[config.mk]
export PLATFORM = sky130hd
export DESIGN_NAME = clk_div_prog
export DESIGN_NICKNAME = d
export VERILOG_FILES = /design/src/rtl/clk_div_prog_pkg.sv /design/src/rtl/clk_div_mod_cnt.sv /design/src/rtl/clk_div_prog.sv
export SDC_FILE = /design/constraint.sdc
export NUM_CORES = 1
export LEC_CHECK = 0
export CORE_MARGIN = 1
export CORE_UTILIZATION = 51
export CTS_CLUSTER_SIZE = 8
export DETAILED_ROUTE_END_ITERATION = 16
export PLACE_DENSITY_LB_ADDON = 0.3
export REMOVE_ABC_BUFFERS = 1
export SLEW_MARGIN = 0
export SYNTH_ARGS = -nofsm -noshare
export SYNTH_HDL_FRONTEND = slang
export SYNTH_SLANG_ARGS = --single-unit
[constraint.sdc]
create_clock -name clk_in -period 6.5 [get_ports clk_in]
set_input_delay 1.3 -clock clk_in [delete_from_list [all_inputs] [get_ports clk_in]]
set_output_delay 1.3 -clock clk_in [all_outputs]
set_load 0.03 [all_outputs]
[src/rtl/clk_div_prog_pkg.sv]
// Shared constants and divisor helpers for the programmable clock divider.
// Helpers work on 32-bit values so callers of any WIDTH up to 31 cannot overflow.
package clk_div_prog_pkg;

    localparam int DEF_WIDTH     = 16;
    localparam int DEF_RESET_DIV = 5;

    // High-phase length: ceil(d/2).
    function automatic logic [31:0] ceil_half(input logic [31:0] d);
        return (d + 32'd1) >> 1;
    endfunction

    // A divisor of 0 is meaningless; treat it as divide-by-1.
    function automatic logic [31:0] clamp_div(input logic [31:0] d);
        return (d == 32'd0) ? 32'd1 : d;
    endfunction

endpackage

[src/rtl/clk_div_mod_cnt.sv]
// Modulo-N phase counter with enable and synchronous reset.
// wrap is high during the enabled cycle whose rising edge returns cnt to 0.
module clk_div_mod_cnt
    import clk_div_prog_pkg::*;
#(
    parameter int WIDTH = DEF_WIDTH
) (
    input  logic             clk_in,
    input  logic             reset,
    input  logic             en,
    input  logic [WIDTH-1:0] modulus,
    output logic [WIDTH-1:0] cnt,
    output logic             wrap
);

    localparam logic [WIDTH-1:0] ONE = WIDTH'(1);

    assign wrap = en && (cnt == (modulus - ONE));

    always_ff @(posedge clk_in) begin
        if (reset) begin
            cnt <= '0;
        end else if (wrap) begin
            cnt <= '0;
        end else if (en) begin
            cnt <= cnt + ONE;
        end
    end

endmodule

[src/rtl/clk_div_prog.sv]
// Runtime-programmable integer clock divider: registered clk_out (duty ceil(N/2)/N),
// a one-cycle tick per period, and a divisor slot applied only at a period boundary.
module clk_div_prog
    import clk_div_prog_pkg::*;
#(
    parameter int WIDTH     = DEF_WIDTH,
    parameter int RESET_DIV = DEF_RESET_DIV
) (
    input  logic             clk_in,
    input  logic             reset,
    input  logic             en,
    input  logic [WIDTH-1:0] div_in,
    input  logic             div_valid,
    output logic             div_ready,
    output logic             tick,
    output logic             clk_out,
    output logic [WIDTH-1:0] cnt,
    output logic [WIDTH-1:0] div_cur
);

    logic [WIDTH-1:0] pend_div;
    logic             pend_valid;
    logic             wrap;
    logic             accept;
    logic             apply;
    logic [WIDTH-1:0] half;

    clk_div_mod_cnt #(.WIDTH(WIDTH)) u_cnt (
        .clk_in  (clk_in),
        .reset   (reset),
        .en      (en),
        .modulus (div_cur),
        .cnt     (cnt),
        .wrap    (wrap)
    );

    // Handshake: a divisor transfers on any edge where div_valid && div_ready.
    // div_ready is low exactly while the slot holds an unapplied divisor; valid
    // during that time is ignored. The slot drains only on a wrap edge, so a value
    // captured on a wrap edge waits for the next wrap.
    assign div_ready = !pend_valid;
    assign accept    = div_valid && !pend_valid;
    assign apply     = wrap && pend_valid;
    assign half      = WIDTH'(ceil_half(32'(div_cur)));

    always_ff @(posedge clk_in) begin
        if (reset) begin
            div_cur    <= WIDTH'(RESET_DIV);
            pend_div   <= '0;
            pend_valid <= 1'b0;
            tick       <= 1'b0;
            clk_out    <= 1'b0;
        end else begin
            if (apply) begin
                div_cur    <= pend_div;
                pend_valid <= 1'b0;
            end else if (accept) begin
                pend_div   <= WIDTH'(clamp_div(32'(div_in)));
                pend_valid <= 1'b1;
            end
            // Outputs on the apply edge still reflect the outgoing divisor.
            tick <= wrap;
            if (en) begin
                clk_out <= (cnt < half);
            end
        end
    end

endmodule
* After elaboration in Yosys (flattened, before gate mapping)
Cells that the tools add are included.
Storage, ports and cells: bits in registers 51, latch bits 0, RAM bits 0, memory bits (read-only) 0, bits of input ports 20, output and inout port bits 35, logic and storage cells 21, memories 0
Cells by class: $add $sub $neg 3, multipliers 0, divide/modulo/power cells 0, order comparisons 1, eq/ne operators 1, shift-type cells 0, multiplexer cells 1, bitwise operators 1, reduce and logical (&&, ||, !) cells 8
Operators with widths (number):
- adder 16 x 1 -> 17 bit (second input constant) | 1
- adder 16 x 1 -> 16 bit (second input constant) | 1
- equality test 16 bit | 1
- zero test 16 bit | 1
- less-than comparator 16 bit | 1
- two-way mux 16 bit | 1
- subtractor 16 x 1 -> 16 bit (second input constant) | 1
- OR reduction 2 bit | 2
- logical AND 1 bit | 3
- AND reduction 2 bit | 1
- zero test 1 bit | 1
- inverter 1 bit | 1

* Longest topological paths before layout
depth in word-level cells 6, depth in mapped cells 14

* By module
From an unflattened synthesis, not the netlist that was laid out.
Second synthesis, totals: cells, all modules 380, area, all modules 3164.3 µm²
Modules (own cells, without submodules):
- clk_div_prog | instances 1, cells each 233, area each 1893.1 µm²
- clk_div_mod_cnt | instances 1, cells each 147, area each 1271.2 µm²

* Worst setup path before layout
OpenSTA, ideal clock, no wires.
path kind flip-flop to flip-flop, from reg div_cur[2], to reg clk_out, arrival 2.747 ns, data required time 6.414 ns, path slack 3.668 ns, cell stages (with the launch flop) 14, buffers on the path 1, cells stage by stage dfxtp_1 > clkbuf_1 > nand3_1 > nor3_1 > and3_1 > and3_1 > and4_1 > nand2_1 > xor2_1 > ha_1 > nor2b_1 > o21ai_0 > a31oi_1 > a211oi_1
Between the ends: cells in the longest elaborated chain, start to end 2
Ends and longest elaborated chain:
- from (decl) | RTL line clk_div_prog.sv:18 | output logic [WIDTH-1:0] div_cur
- from (signal assigned) | RTL line clk_div_prog.sv:48 | div_cur <= WIDTH'(RESET_DIV);
- from (signal assigned) | RTL line clk_div_prog.sv:55 | div_cur <= pend_div;
- adder 16 x 1 -> 17 bit | RTL line clk_div_prog_pkg.sv:10 | return (d + 32'd1) >> 1;
- less-than comparator 16 bit | RTL line clk_div_prog.sv:64 | clk_out <= (cnt < half);
- to (signal assigned) | RTL line clk_div_prog.sv:64
- to (decl) | RTL line clk_div_prog.sv:16 | output logic clk_out,
No other way between the ends. A chain may end at the register's enable or synchronous reset.

* Final worst setup path
from reg div_cur[0], to reg div_cur[2]
Between the ends: cells in the longest elaborated chain, start to end 4
Ends and longest elaborated chain:
- subtractor 16 x 1 -> 16 bit | RTL line clk_div_mod_cnt.sv:18 | assign wrap = en && (cnt == (modulus - ONE));
- equality test 16 bit | RTL line clk_div_mod_cnt.sv:18
- logical AND 1 bit | RTL line clk_div_mod_cnt.sv:18
- logical AND 1 bit | RTL line clk_div_prog.sv:43 | assign apply = wrap && pend_valid;
No other way between the ends.

==> reports/results.ini <==
[status]
status = finished with violations
violations = design-rule violations

[synth]
yosysMostFrequentCell = dfxtp_1
async_reset_ff_share_pct = 0
synth.top_cell.area_share_pct = 32.88
synth.avg_cell_area_um2 = 8.371
ys_ff_latch = 51
synth-main-ff-cell = dfxtp_1
yosys.area.top_type = dfxtp_1
ys_top_cells_by_area = dfxtp_1 33%, xor2_1 7.6%, ha_1 7.3%
synth_area_um2 = 3105
synth_edf_count = 0
ys_warn_count = 0
synth_cells = 371
ys_seq_area_share_pct = 32.88
ys_types = 47
ys_top_cells_by_count = 51 x dfxtp_1, 47 x nor2_1, 43 x nand2_1

[floorplan]
die_area_um2 = 6406
die_y_um = 80.04
start_util_pct = 52.76
ios = 55
fp.dieW_um = 80.04
core_um2 = 5886
rows = 28

[sta]
slew_viol_final = 0
fin_tns_setup_ps = 0
slew_headroom_pct = 25.59
finClkSkew_ps = 5.113
hold_violations = 0
fmax_mhz = 264.5
rsz0062_at_grt = false
finalWorstSetupSlack_ps = 2720
setup_viol_count_final = 0
finalCritPeriodShare_pct = 58.16
fin_hold_ws_ps = 461.6
period_minus_slack_ps = 3780
worst_pin_slew_ps = 1113

[route]
drt_iter0_drc = 98
first_pass_iters = 10
routed_wl_mm = 6.677
drc = 1
viasPerCell = 5.597
via_count = 2709
wire_per_inst_um = 13.80
final_antenna_net_count = 0

[clock_network]
holdBufCountCts = 0
clk_pin_slew_ps = 100
cts_resized = 0
cts_setup_buffers = 0
htreeDepth = 2
clock_sinks = 51
clk_latency_ps = 310
cts_buffers = 5
cts-root-buf = clkbuf_8
clockBufferDepth = 2
cts_tree = built

[cells_and_area]
antenna_cells = 0
drive_gt1_share_pct = 3.423
area_delta_synth_final_pct = 19.46
finalNetCount = 446
fillers = 546
design_area_um2 = 3710

[global_routing]
grt_pass1_wl_mm = 11.23
grt_max_degree = 38
grt_usage_pct = 22.46
grt_overflow_total = 0
grt_pass1_vias = 2377
grt_antenna_before_repair = 0

[placement]
hpwl_mm = 4.939
dpl_cell_area_um2 = 3618
gp_congestion = 0.8104
place_ws_ps = 2478
numPortBuffers = 54

[worst_setup_path]
startpoint = div_cur[0]
cp_data_required_time_ps = 6660
critPathMaxFanout = 19
arrival_ps = 3940
rrSetupSlack_ps = 2720
critPathCaptureType = register
startpoint_type = register
r2r-start = div_cur[0]
critPathKind = reg2reg

[pwr]
p_per_area_nw_per_um2 = 154.8
leakage_nw = 1.514
power_mw = 0.5744
peakVddDrop_mv = 0.1230

[worst_hold_path]
holdCritStartpoint = pend_div[5]
hp-class = reg2reg

[run]
cap_violations = 0

## critical path, stage by stage, from the launching register on
cell and delay [ps]:
dfxtp_1 420, inv_1 120, ha_1 270, or4b_4 550, o22ai_1 200, o311ai_1 190
a2111oi_4 390, nand4_1 930, nor3_1 490, a21oi_1 60
## final cells by class
cell class	instances	area (µm²)	share of cell area, %
sequential	51	1021	27.52
timing repair buffer	55	548.0	14.77
tap	75	93.84	2.530
clock buffer	5	68.82	1.855
multi-input combinational	289	1933	52.11
inverter	6	22.52	0.6071
clock inverter	3	22.52	0.6071
## final timing paths
| path | endpoint | depth (start not counted) |
|---|---|---|
| setup / recovery | div_cur[2] | 9 |
| hold / removal | pend_div[5] | 2 |
| setup reg to reg | div_cur[2] | 9 |
| hold reg to reg | pend_div[5] | 2 |
## layout by cell type, fill, tap and decap left out, types with 4 or more instances in the layout
master	instances
nand2_1	43
inv_1	6
and3_1	5
nor4_1	7
a21oi_1	20
xor2_1	27
nor2_1	47
xnor2_1	21
ha_1	18
nand3_1	14
clkbuf_8	5
nand4_1	11
clkdlybuf4s50_1	54
nor2b_1	4
dfxtp_1	51
a21o_1	4
nor3_1	9
mux2i_1	16
## routing by layer
layer | track usage, % | vias to the layer above | routed length [µm] | share of wire, %
met1 | 30.26 | 1264 | 3171 | 47
met4 | 7.679 | 0 | 138 | 2.1
met3 | 4.229 | 12 | 236 | 3.5
met5 | 0 | - | 0 | 0
met2 | 35.73 | 66 | 3130 | 47
li1 | - | 1367 | - | -
## flip-flops by register name, indices dropped and copies added (netlist names)
register	count
tick	1
div_cur	16
pend_div	16
clk_out	1
pend_valid	1
u_cnt.cnt	16
## cells by family (layout without fill, tap and decap cells)
family / after synthesis / count (layout) / synth area share, %
DFF: 51 / 51 / 32.88
adders and majority gates: 18 / 18 / 7.252
muxes: 16 / 16 / 5.157
AOI/OAI and AO/OA: 49 / 49 / 10.96
xor gates and xnor gates: 49 / 49 / 14.26
buffers and inverters: 31 / 69 / 4.875
and+or+nand+nor: 157 / 157 / 24.62
## stage by stage
step	std cells	util [%]
final	484	63.03
after floorplan	346	-
after detailed placement	476	61.48
after global placement	476	61.48
after CTS	484	63.03
after global routing	484	63.03
## power breakdown
| part | switching [mW] | leakage (nW) | internal (mW) |
|---|---|---|---|
| Sequential | 0.00739 | 0.414 | 0.321 |
| Clock | 0.114 | 0.0489 | 0.0782 |
| Combinational | 0.0281 | 1.05 | 0.0256 |
| Total | 0.150 | 1.51 | 0.425 |
No activity file was read; power rests on OpenSTA's default activity.
